### config.mk
export PLATFORM = sky130hd
export DESIGN_NAME = wb_test_initiator
export DESIGN_NICKNAME = d
export VERILOG_FILES = /design/src/rtl/wb_test_initiator.sv
export SDC_FILE = /design/constraint.sdc
export NUM_CORES = 1
export LEC_CHECK = 0
export ABC_CLOCK_PERIOD_IN_PS = 8000
export BUFFER_PORTS_ARGS = -buffer_cell sky130_fd_sc_hd__buf_2
export CORE_MARGIN = 1.5
export CORE_UTILIZATION = 40
export DETAILED_ROUTE_END_ITERATION = 8
export GPL_TIMING_DRIVEN = 0
export PLACE_DENSITY = 0.68
export SETUP_SLACK_MARGIN = 0.3
export SLEW_MARGIN = 40
export SYNTH_ARGS = -nofsm -noshare
export SYNTH_HDL_FRONTEND = slang
export SYNTH_SLANG_ARGS = --single-unit
### constraint.sdc
create_clock -name wb_clk_i -period 8 [get_ports wb_clk_i]
set_clock_uncertainty 0.05 [all_clocks]
set_input_delay 1.2 -clock wb_clk_i [delete_from_list [all_inputs] [get_ports wb_clk_i]]
set_output_delay 1.2 -clock wb_clk_i [all_outputs]
set_load 0.005 [all_outputs]
### src/rtl/wb_test_initiator.sv
// wb_test_initiator: single-transfer Wishbone classic initiator with a valid/ready command/response port,
// a no-ACK timeout, and counters for completed transfers and timeouts.
module wb_test_initiator #(
  parameter int TIMEOUT = 255
) (
  input  logic        wb_clk_i,
  input  logic        wb_rst_i,
  input  logic        cmd_valid,
  output logic        cmd_ready,
  input  logic        cmd_we,
  input  logic [31:0] cmd_adr,
  input  logic [31:0] cmd_dat,
  input  logic [3:0]  cmd_sel,
  output logic        rsp_valid,
  input  logic        rsp_ready,
  output logic [31:0] rsp_dat,
  output logic        rsp_err,
  output logic        wbm_cyc_o,
  output logic        wbm_stb_o,
  output logic        wbm_we_o,
  output logic [3:0]  wbm_sel_o,
  output logic [31:0] wbm_adr_o,
  output logic [31:0] wbm_dat_o,
  input  logic        wbm_ack_i,
  input  logic [31:0] wbm_dat_i,
  output logic [15:0] txn_count,
  output logic [7:0]  err_count
);
  typedef enum logic [1:0] {IDLE, BUS, RESP} state_t;
  state_t      r_state, w_next;
  logic [15:0] r_tmo;
  logic        w_start, w_ack, w_abort;
  assign w_start = r_state == IDLE && cmd_valid;
  assign w_ack   = r_state == BUS && wbm_ack_i;
  // ACK on the timeout edge takes priority, so abort requires ACK low
  assign w_abort = r_state == BUS && !wbm_ack_i && r_tmo == 16'(TIMEOUT - 1);
  always_comb begin
    w_next    = r_state;
    cmd_ready = r_state == IDLE;
    rsp_valid = r_state == RESP;
    wbm_cyc_o = r_state == BUS;
    wbm_stb_o = r_state == BUS;
    if (w_start) w_next = BUS;
    else if (w_ack || w_abort) w_next = RESP;
    else if (r_state == RESP && rsp_ready) w_next = IDLE;
  end
  always_ff @(posedge wb_clk_i or posedge wb_rst_i)
    if (wb_rst_i) r_state <= IDLE;
    else r_state <= w_next;
  always_ff @(posedge wb_clk_i or posedge wb_rst_i) begin
    if (wb_rst_i) begin
      r_tmo     <= '0;
      wbm_we_o  <= 1'b0;
      wbm_sel_o <= '0;
      wbm_adr_o <= '0;
      wbm_dat_o <= '0;
      rsp_dat   <= '0;
      rsp_err   <= 1'b0;
      txn_count <= '0;
      err_count <= '0;
    end else begin
      if (w_start) begin
        wbm_we_o  <= cmd_we;
        wbm_sel_o <= cmd_sel;
        wbm_adr_o <= cmd_adr;
        wbm_dat_o <= cmd_dat;
        r_tmo     <= '0;
      end else if (r_state == BUS) r_tmo <= r_tmo + 16'd1;
      if (w_ack) begin
        rsp_dat   <= wbm_we_o ? '0 : wbm_dat_i;
        rsp_err   <= 1'b0;
        txn_count <= txn_count + 16'd1;
      end else if (w_abort) begin
        rsp_dat   <= '0;
        rsp_err   <= 1'b1;
        err_count <= err_count == 8'hFF ? err_count : err_count + 8'd1;
      end
    end
  end
endmodule

# --- Word-level counts from Yosys, hierarchy flattened ---
# Cells that the tools add are included.
word_totals:
  regBits: 144
  latch_bits: 0
  ram_bits: 0
  rom_bits: 0
  in_bits: 106
  out_inout_bits: 130
  elab_cells: 41
  n_memories: 0
op_classes:
  addsub: 3
  mul: 0
  div_mod_pow: 0
  magnitude_cmp: 0
  eq_ne: 4
  n_shift: 0
  muxes: 10
  bitwise: 2
  reduce_logical: 12
ops:
  columns: ["op", "n"]
  rows:
  - ["32-bit two-way mux", 3]
  - ["16-bit by 1-bit adder with 16-bit output, second input constant", 2]
  - ["16-bit two-way mux", 2]
  - ["16-bit by 8-bit equality test with 1-bit output, second input constant", 1]
  - ["8-bit by 1-bit adder with 8-bit output, second input constant", 1]
  - ["8-bit equality test, second input constant", 1]
  - ["2-bit two-way mux", 3]
  - ["1-bit logical AND", 5]
  - ["2-bit nonzero test", 2]
  - ["3-bit AND reduction", 1]
  - ["3-bit nonzero test", 1]
  - ["2-bit by 1-bit equality test with 1-bit output, second input constant", 1]
  - ["2-bit equality test, second input constant", 1]
  - ["2-bit logical NOT", 1]
  - ["1-bit two-way mux", 2]
  - ["1-bit NOT", 2]
  - ["1-bit logical NOT", 1]
  - ["1-bit logical OR", 1]

# --- Longest topological paths before layout ---
# Gate-level depths: netlist (run 1).
logic_depth:
  word_depth: 6
  mapped_depth: 8
  ltp_nobuf: 5

# --- Worst setup path after synthesis (run 1) ---
# No wires, ideal clock.
synth_timing:
  path_kind: "input -> register"
  start: "input wbm_ack_i"
  end: "register err_count[1]"
  setup_ns: 0.125
  arrival_time_ns: 2.362
  required_ns: 7.825
  slack_ns: 5.463
  cell_stages: 4
  path_buffers: 0
  path_cell_list: "nor4_1 -> nand4b_1 -> nor3_1 -> mux2_2"
synth_via:
  elab_chain_cells: 4
  elab_cells_between_ends: 6
  cone_classes: "bitwise: 1; reduce/logical: 5"
synth_lines:
  columns: ["item", "line_no", "rtl"]
  rows:
  - ["start: declaration", "24", "input logic wbm_ack_i,"]
  - ["1-bit logical NOT", "36", "assign w_abort = r_state == BUS && !wbm_ack_i && r_tmo == 16'(TIMEOUT - 1);"]
  - ["1-bit logical AND (2 in series)", "36", null]
  - ["3-bit AND reduction (no line) *", null, null]
  - ["end signal: assignment", "76", "err_count <= err_count == 8'hFF ? err_count : err_count + 8'd1;"]
  - ["end: declaration", "27", "output logic [7:0] err_count"]
# Every way passes the cells marked *; elsewhere a longest branch is shown, timed or not.
# A chain may end at the register's enable or synchronous reset.

# --- Worst setup path after layout (run 1) ---
layout_timing:
  start: "register r_state[0]"
  end: "output wbm_stb_o"
layout_via:
  elab_chain_cells: 1
layout_lines:
  columns: ["item", "line_no", "rtl"]
  rows:
  - ["start: declaration", "30", "state_t r_state, w_next;"]
  - ["start signal: assignment", "49", "else r_state <= w_next;"]
  - ["2-bit by 1-bit equality test with 1-bit output", "42", "wbm_stb_o = r_state == BUS;"]
  - ["end: declaration", "19", "output logic wbm_stb_o,"]
# No other way between the ends.

==> results of run 1 <==
[power by group through the flow]
| stage | Sequential, uW | Combinational (uW) | Clock, uW |
|---|---|---|---|
| after CTS | 1140 | 831 | 816 |
| after global routing | 1170 | 925 | 845 |
| final | 1140 | 813 | 796 |
| after floorplan | 1160 | 400 | 0 |
| after detailed placement | 1150 | 831 | 0 |
| after global placement | 1140 | 809 | 0 |
[worst max-delay path, stage by stage (launching register included)]
cell and delay (ps):
dfrtp_1 440, nand2b_1 100, buf_2 200, clkinv_1 280, buf_4 220, buf_2 110
[cells in the final DEF (no fill, tap or decap), types with 10 or more instances in the layout]
master     count
nand2_1      236
buf_2        236
dfrtp_1      144
a22o_1        32
clkbuf_1      22
clkbuf_16     17
nand4_1       11
nand3_1       10
xnor2_1       10
o21ai_0       10
[registers in the layout, summed over array words and instances (netlist names)]
signal	cells
r_state	2
rsp_dat	32
txn_count	16
err_count	8
rsp_err	1
r_tmo	16
wbm_sel_o	4
wbm_adr_o	32
wbm_we_o	1
wbm_dat_o	32
[area by class of cell]
class | count | area [sq um]
clock inverter | 10 | 136.4
antenna | 1 | 2.502
fill | 1307 | 6156
multi-input combinational | 386 | 2023
inverter | 7 | 33.78
timing repair buffer | 236 | 1204
tap | 180 | 225.2
sequential | 144 | 3603
clock buffer | 21 | 460.4
buffer | 27 | 143.9
[logic make-up after synthesis]
family / Yosys count / synth area share
muxes: 14 / 0.02528
and+or+nand+nor: 301 / 0.2208
adders and majority gates: 4 / 0.008643
xor gates and xnor gates: 19 / 0.02874
buffers and inverters: 34 / 0.02938
AOI/OAI and AO/OA: 48 / 0.06483
DFF: 144 / 0.6223
[per-layer routing]
layer,up-vias,routed length [um],track usage
met5,-,0,0
met1,2279,6268,0.2429
met4,0,344,0.09052
met3,25,1059,0.06042
met2,169,6538,0.2872
li1,2391,-,-
[worst max path at each step]
stage / slack [ps] / start / endpoint / cells past startpoint
final: 4990 / r_state[0]$_DFFE_PP0P_ / wbm_stb_o / 5
after global routing: 4860 / r_state[1]$_DFFE_PP0P_ / wbm_stb_o / 5
after CTS: 4980 / r_state[0]$_DFFE_PP0P_ / wbm_stb_o / 5
after detailed placement: 5140 / wbm_ack_i / rsp_dat[19]$_DFFE_PP0P_ / 7
after global placement: 1260 / wb_rst_i / err_count[7]$_DFFE_PP0P_ / 2
after floorplan: 2880 / wb_rst_i / err_count[0]$_DFFE_PP0P_ / 1
[stage by stage]
stage	util	hold slack [ps]
2_1_floorplan	-	398.2
3_3_place_gp	0.5141	403.5
3_5_place_dp	0.5171	402.6
4_1_cts	0.5598	414.4
5_1_grt	0.5598	433.0
6_report	0.5599	410.4
==> flow_summary.ini, run 1 <==
[clock_tree]
cts.sinks = 144
clk_path_buf_depth = 2
root_buffer = clkbuf_16
cts_made_buffers = 17
clkLatencyLatePin_ps = 410
cts_tree = done
htreeDepth = 4
post_cts_buffers = 0
path_clk_slew_ps = 60
ctsResizeCount = 0
cts_hold_buffers = 0

[setup_path]
end_kind = primary output
r2r_slack_ps = 5800
worstPathMaxFanout = 9
ff2ff_path_depth = 7
required_ps = 6750
timing.rr.end = rsp_dat[14]$_DFFE_PP0P_
path_class = flip-flop to primary output
rr_startpoint = r_state[1]$_DFFE_PP0P_
crit_arrival_ps = 1760
critPathLaunchType = flip-flop

[grt]
grt_pass1_vias = 4581
grt_max_degree = 83
grtUsageTotal = 0.1882
grt_pass1_wl_um = 22030
antenna_found_initial = 0
grt_overflow_total = 0

[route]
drt_iter0_drc = 297
routed_wl_um = 14210
ant_nets = 0
vias = 4864
route.detailed.drc = 0
first_pass_iters = 4
detail_route.vias_per_cell = 4.806
avgRoutedWirePerCell_um = 14.04

[placement]
gp_congestion = 0.7664
port_buffers = 235
place_area_sq_mm = 0.007233
dp_hpwl_um = 10170
dp_slack_ps = 5141
dpl.cell_count = 980

[hold_path]
worstHoldStart = txn_count[15]$_DFFE_PP0P_
min_to = txn_count[15]$_DFFE_PP0P_
worst_hold_path_type = flip-flop to flip-flop
holdPathStages = 1

[floorplan]
die_w_um = 123.3
core-area_sq_mm = 0.01399
pin_count = 236
die_area_sq_mm = 0.01521
rows = 43
start_util = 0.4140
chipHeight_um = 123.3

[pwr]
cellLeakagePower_uw = 0.004342
intPower_uw = 1871
powerDensity_mw_per_mm2 = 351.3
total_power_uw = 2751
p_comb_frac = 0.295
switching_share = 0.3200
clkPwrFrac = 0.289
power_frac_seq = 0.415
peakVddDrop_uv = 195.3
p_switching_uw = 880.6

[logic_synthesis]
async_flop_share = 1.000
synth_warnings = 0
avgSynthCellArea_sq_um = 10.27
synth_most_common_cell = nand2_1
ys_types = 36
synth_top_area_frac = 0.6223
synth_area_leader_cell = dfrtp_1
syn_area_sq_mm = 0.005791
syn-num-nets = 674
synth_seq_area_share = 0.6223
synthCells = 564
synth_edf_count = 0
synthTopCellsByCount = 236 x nand2_1, 144 x dfrtp_1, 32 x a22o_1
yosys-top-cells-area = dfrtp_1 62%, nand2_1 15%, a22o_1 4.8%, mux2i_1 1.6%, xnor2_1 1.5%
synth_seq_cells = 144
synth_top_flop_cell = dfrtp_1

[sta]
worst_pin_slew_ps = 775.4
setup_tns_ps = 0
setup_viol = 0
final_hold_viol_count = 0
maxSlewHeadroom = 0.4788
min_period_over_period = 0.3766
rsz0062_at_grt = false
setup_ws_ps = 4987
slew_violations = 0
min_period_ps = 3013
fmax_mhz = 331.9

[cells_and_area]
fin_nets = 929
stdcell_count = 1012
fin_area_sq_mm = 0.007833
area_growth_pct = 35.26
drive_gt1_frac = 0.3394

[run]
cap_violations = 0

[run_status]
status = finished, final reports clean
(Power assumes the default switching activity.)
==> run 2, diff against run 1 <==
--- a/config.mk
+++ b/config.mk
@@ -5,13 +5,13 @@
 export SDC_FILE = /design/constraint.sdc
 export NUM_CORES = 1
 export LEC_CHECK = 0
-export ABC_CLOCK_PERIOD_IN_PS = 8000
+export ABC_CLOCK_PERIOD_IN_PS = 2530
 export BUFFER_PORTS_ARGS = -buffer_cell sky130_fd_sc_hd__buf_2
 export CORE_MARGIN = 1.5
 export CORE_UTILIZATION = 40
 export DETAILED_ROUTE_END_ITERATION = 8
 export GPL_TIMING_DRIVEN = 0
-export PLACE_DENSITY = 0.68
+export PLACE_DENSITY = 0.71
 export SETUP_SLACK_MARGIN = 0.3
 export SLEW_MARGIN = 40
 export SYNTH_ARGS = -nofsm -noshare
==> constraint.sdc (replaced) <==
create_clock -name wb_clk_i -period 2.53 [get_ports wb_clk_i]
set_clock_uncertainty 0.05 [all_clocks]
set_input_delay 0.3795 -clock wb_clk_i [delete_from_list [all_inputs] [get_ports wb_clk_i]]
set_output_delay 0.3795 -clock wb_clk_i [all_outputs]
set_load 0.005 [all_outputs]
==> run 2 against run 1 <==
Effect of this change:
- sequential share of layout area shrank 0.59 points
- final area grew 1.3%
- combinational power grew to 3.2 times the previous value
- flip-flop and latch count is the same
- worst hold slack lost 310 ps
- non-clock buffer count grew 7
- core utilization grew 0.73 points
- sequential power grew to 3.2 times the previous value
==> flow_summary.ini, run 2 (synthesis results as in run 1) <==
[run_status]
status = finished, final reports clean

[cells_and_area]
final_cell_mix = 236 x nand2_1, 236 x buf_2, 144 x dfrtp_1
area_growth_pct = 37.04
reg_top3 = rsp_dat: 32 flops, wbm_adr_o: 32 flops, wbm_dat_o: 32 flops
fin_nets = 936
diodes = 0
drive_gt1_frac = 0.3540
filler_cell_count = 1273

[route]
wirelength_met1_um = 6411
maxUsedRoutingLayer = met5
wl_met3_um = 1320
avgRoutedWirePerCell_um = 14.63
ant_nets = 0
drt_iter0_drc = 162
wl_met2_um = 6939
vias = 4965
first_pass_iters = 4
detail_route.vias_per_cell = 4.872
route.detailed.drc = 0
routed_wl_um = 14910

[grt]
grt_pass1_vias = 4640
grt_max_degree = 27
grtUsageTotal = 0.1982
antenna_found_initial = 1
grt_overflow_total = 0
grt_pass1_wl_um = 23010

[sta]
setup_tns_ps = 0
maxSlewHeadroom = 0.4954
setup_ws_ps = 396.0
slew_violations = 0
setup_viol = 0
worst_pin_slew_ps = 750.6
min_period_ps = 2134
final_hold_viol_count = 0
rsz0062_at_grt = false
fmax_mhz = 468.6
min_period_over_period = 0.8435

[floorplan]
die_w_um = 123.3
rows = 43
chipHeight_um = 123.3
start_util = 0.4140
pin_count = 236
die_area_sq_mm = 0.01521
core-area_sq_mm = 0.01399

[clock_tree]
path_clk_slew_ps = 60
root_buffer = clkbuf_16
clk_path_buf_depth = 2
cts.sinks = 144
cts_tree = done
htreeDepth = 4
cts_made_buffers = 17
clkLatencyLatePin_ps = 420

[setup_path]
cp_cell_sequence = nor4_1, nand4b_1, o21a_1, buf_6, buf_6, a22o_1
end_kind = flip-flop
critPathMaxStageDelay_ps = 430
crit_arrival_ps = 2390
path_class = flip-flop to flip-flop
required_ps = 2780
worst_path_most_repeated_cell = buf_6
critPathLaunchType = flip-flop
worstPathMaxFanout = 10
slowest_stage = dfrtp_1

[placement]
dp_slack_ps = 250.9
gp_congestion = 0.7696
port_buffers = 235
dp_hpwl_um = 11090

[pwr]
powerDensity_mw_per_mm2 = 1083
peakVddDrop_uv = 497.6
cellLeakagePower_uw = 0.004385

[run]
cap_violations = 0

[hold_path]
worst_hold_path_type = primary input to flip-flop
[run 2: cell count changes in the layout (fill, tap and decap cells not counted), moves of 2 or more]
cell	delta
clkinvlp_4	+3
inv_6	+4
clkbuf_2	+3
clkinv_4	+3
clkbuf_1	-5
bufinv_16	-3
clkinv_2	-2
buf_16	+2
buf_12	+3
[run 2: path summary, 6_finish.rpt]
| path | to | slack, ps | start | depth (start not counted) |
|---|---|---|---|---|
| worst min-delay path | wbm_dat_o[21]$_DFFE_PP0N_ | 100 | cmd_dat[21] | 3 |
| min in group asynchronous | rsp_dat[13]$_DFFE_PP0P_ | 470 | wb_rst_i | 3 |
| max in group asynchronous | wbm_dat_o[4]$_DFFE_PP0N_ | 1170 | wb_rst_i | 6 |
| worst min register to register | txn_count[15]$_DFFE_PP0P_ | 410 | txn_count[15]$_DFFE_PP0P_ | 1 |
| worst max register to register | rsp_dat[19]$_DFFE_PP0P_ | 400 | r_tmo[12]$_DFFE_PP0P_ | 6 |
| worst max-delay path | rsp_dat[19]$_DFFE_PP0P_ | 400 | r_tmo[12]$_DFFE_PP0P_ | 6 |
[run 2: critical path: cells and delay by family (launching register included)]
kind,cells,cell delay (ps)
compound gates,2,490
buf+inv,2,280
simple gates,2,770
flops,1,430
[run 2: cell type report]
cell class | count | area (sq um) | area share
Multi-Input combinational cell | 386 | 2031 | 0.2559
Buffer | 27 | 147.6 | 0.01861
Clock inverter | 13 | 105.1 | 0.01325
Sequential cell | 144 | 3603 | 0.4541
Clock buffer | 19 | 452.9 | 0.05708
Timing Repair Buffer | 243 | 1336 | 0.1684
Inverter | 7 | 33.78 | 0.004257
Tap cell | 180 | 225.2 | 0.02838
[run 2: what timing repair did]
action                     in CTS  in global routing
hold buffers                    1                  0
buffers inserted                0                  1
pin swaps                       0                  1
setup endpoints to repair      30                 32
resized for setup               1                  8
hold endpoints to repair       13                  0
[run 2: per-stage QoR]
stage	hold slack [ps]	instances	power, uW	util	cell area (sq um)
floorplan	398.2	564	4940	-	5794
global placement	400.4	979	6192	0.5144	7196
detailed placement	359.3	985	6297	0.5250	7345
CTS	78.68	1018	8681	0.5658	7915
global route	81.06	1019	9216	0.5673	7935
finish	96.09	1019	8593	0.5673	7935
[run 2: metal layers]
layer  vias to the layer above  track usage
met5                         -            0
met4                         2      0.06753
met3                        16      0.07887
met2                       184       0.3076
met1                      2366       0.2531
li1                       2397            -
[run 2: report_power, final]
part / total [uW] / switching [uW] / leakage, uW / internal (uW)
logic: 2640 / 1410 / 0.00227 / 1240
registers: 3620 / 501 / 0.00185 / 3120
clock network: 2330 / 1010 / 0.000263 / 1320
==> run 3, diff against run 2 <==
--- a/config.mk
+++ b/config.mk
@@ -5,13 +5,13 @@
 export SDC_FILE = /design/constraint.sdc
 export NUM_CORES = 1
 export LEC_CHECK = 0
-export ABC_CLOCK_PERIOD_IN_PS = 2530
+export ABC_CLOCK_PERIOD_IN_PS = 2100
 export BUFFER_PORTS_ARGS = -buffer_cell sky130_fd_sc_hd__buf_2
 export CORE_MARGIN = 1.5
 export CORE_UTILIZATION = 40
 export DETAILED_ROUTE_END_ITERATION = 8
 export GPL_TIMING_DRIVEN = 0
-export PLACE_DENSITY = 0.71
+export PLACE_DENSITY = 0.68
 export SETUP_SLACK_MARGIN = 0.3
 export SLEW_MARGIN = 40
 export SYNTH_ARGS = -nofsm -noshare
==> constraint.sdc (replaced) <==
create_clock -name wb_clk_i -period 2.1 [get_ports wb_clk_i]
set_clock_uncertainty 0.05 [all_clocks]
set_input_delay 0.315 -clock wb_clk_i [delete_from_list [all_inputs] [get_ports wb_clk_i]]
set_output_delay 0.315 -clock wb_clk_i [all_outputs]
set_load 0.005 [all_outputs]
==> run 3 against run 2 <==
Effect of this change:
- critical path depth increased by 1
- die area did not move
- highest routed layer is now met4
- combinational power increased by 35%
- core utilization rose by 4.1 points
- register-to-register slack got worse by 310 ps
- critical path type unchanged
- global-route usage rose by 1.4 points
- first-iteration DRC count grew 41%
- count of clock-buffer cells in the layout grew 1
==> flow_summary.ini, run 3 (synthesis results as in run 1) <==
[setup_path]
timing.rr.end = rsp_dat[0]$_DFFE_PP0P_
critPathLaunch = r_tmo[5]$_DFFE_PP0P_
ff2ff_path_depth = 7
crit_arrival_ps = 2260
path_class = flip-flop to flip-flop
critPathLaunchType = flip-flop
r2r_slack_ps = 80
worstPathMaxFanout = 10
required_ps = 2350
rr_startpoint = r_tmo[5]$_DFFE_PP0P_
end_kind = flip-flop

[route]
vias = 5139
routed_wl_um = 15970
ant_nets = 0
route.detailed.drc = 0
first_pass_iters = 4
avgRoutedWirePerCell_um = 15.30
drt_iter0_drc = 229
detail_route.vias_per_cell = 4.922

[floorplan]
rows = 43
die_w_um = 123.3
core-area_sq_mm = 0.01399
die_area_sq_mm = 0.01521
start_util = 0.4140
pin_count = 236
chipHeight_um = 123.3

[cells_and_area]
fin_nets = 961
drive_gt1_frac = 0.4063
final_common_cell = buf_2
final_cell_mix = 236 x buf_2, 235 x nand2_1, 143 x dfrtp_1
diodes = 0
reg_top3 = rsp_dat: 32 flops, wbm_adr_o: 32 flops, wbm_dat_o: 32 flops
stdcell_count = 1044
filler_cell_count = 1153
area_growth_pct = 46.89

[clock_tree]
htreeDepth = 4
path_clk_slew_ps = 60
clk_path_buf_depth = 2
cts.sinks = 144
cts_tree = done
clkLatencyLatePin_ps = 420
cts_made_buffers = 17
root_buffer = clkbuf_16

[placement]
dpl.cell_count = 986
port_buffers = 235
gp_congestion = 0.7975
dp_hpwl_um = 11220

[hold_path]
min_to = wbm_adr_o[29]$_DFFE_PP0N_
worst_hold_path_type = primary input to flip-flop
worstHoldStart = cmd_adr[29]
holdPathStages = 3

[grt]
grtUsageTotal = 0.2120
busiest_layer = met2
grt_pass1_wl_um = 24470
grtUsageMet3 = 0.07518
antenna_found_initial = 0
grt_max_degree = 26
grt_overflow_total = 0
use_met2 = 0.3389
met1_usage = 0.2605
grt_pass1_vias = 5019

[sta]
worst_pin_slew_ps = 840.1
min_period_over_period = 0.9609
slew_violations = 0
setup_viol = 0
final_hold_viol_count = 0
rsz0062_at_grt = true
fmax_mhz = 495.6
min_period_ps = 2018
maxSlewHeadroom = 0.4353

[run]
cap_violations = 0

[run_status]
status = finished, final reports clean

[pwr]
total_power_uw = 11250
peakVddDrop_uv = 682.0
cellLeakagePower_uw = 0.004791
powerDensity_mw_per_mm2 = 1322
[run 3: cell count changes in the layout (fill, tap and decap cells not counted), sizes merged]
cell	before	now
inv	9	7
buf	249	278
clkinvlp	6	3
clkinv	5	4
bufinv	0	5
clkbuf	39	36
[run 3: layout make-up]
class / instances / area, sq um / area share
buffer: 27 / 188.9 / 0.02221
sequential: 144 / 3605 / 0.4238
tap: 180 / 225.2 / 0.02648
inverter: 7 / 35.03 / 0.004119
clock buffer: 20 / 456.7 / 0.05369
timing repair buffer: 268 / 1559 / 0.1833
clock inverter: 12 / 205.2 / 0.02412
multi-input combinational: 386 / 2231 / 0.2623
[run 3: metrics by stage]
step,instance area (sq um),hold WS (ps),setup TNS [ps],util,setup WS [ps]
floorplan,5844,370.4,-10090,-,-70.04
global placement,7246,400.7,-153090,0.5180,-1047
detailed placement,7411,245.5,-5150,0.5298,-187.3
CTS,8317,17.85,0,0.5945,72.99
global route,8506,24.22,0,0.6081,30.75
finish,8506,33.91,0,0.6081,82.07
[run 3: worst max path at each step]
| stage | endpoint | slack [ps] | cells past startpoint |
|---|---|---|---|
| 2_1_floorplan | err_count[0]$_DFFE_PP0P_ | -70 | 1 |
| 3_3_place_gp | rsp_dat[10]$_DFFE_PP0P_ | -1050 | 2 |
| 3_5_place_dp | rsp_dat[0]$_DFFE_PP0P_ | -190 | 6 |
| 4_1_cts | rsp_dat[0]$_DFFE_PP0P_ | 70 | 8 |
| 5_1_grt | rsp_dat[0]$_DFFE_PP0P_ | 30 | 8 |
| 6_report | rsp_dat[0]$_DFFE_PP0P_ | 80 | 7 |
[run 3: timing repair]
item	4_1_cts	5_1_grt
setup buffers	14	10
gates resized for setup	35	31
pin swaps	10	10
hold buffers	1	0
cloned	1	0
setup endpoints to repair	126	77
hold endpoints to repair	9	0
[run 3: where the power goes]
group	total, uW	internal [uW]	switching, uW
registers	4340	3760	575
logic	3560	1710	1850
clock network	3340	2180	1160
total	11200	7660	3590
[run 3: layer usage]
metal | wire [um] | vias to the layer above | share of wire
li1 | - | 2453 | -
met1 | 6536 | 2454 | 0.41
met2 | 7729 | 205 | 0.48
met3 | 1374 | 27 | 0.086
met4 | 330 | 0 | 0.021
met5 | 0 | - | 0
[run 3: critical path, stage by stage, from the launching register on]
cell     delay [ps]
dfrtp_1         410
nand4_4         140
or4_4           500
buf_8           140
o21a_1          190
buf_6           150
buf_8           140
a22o_1          190
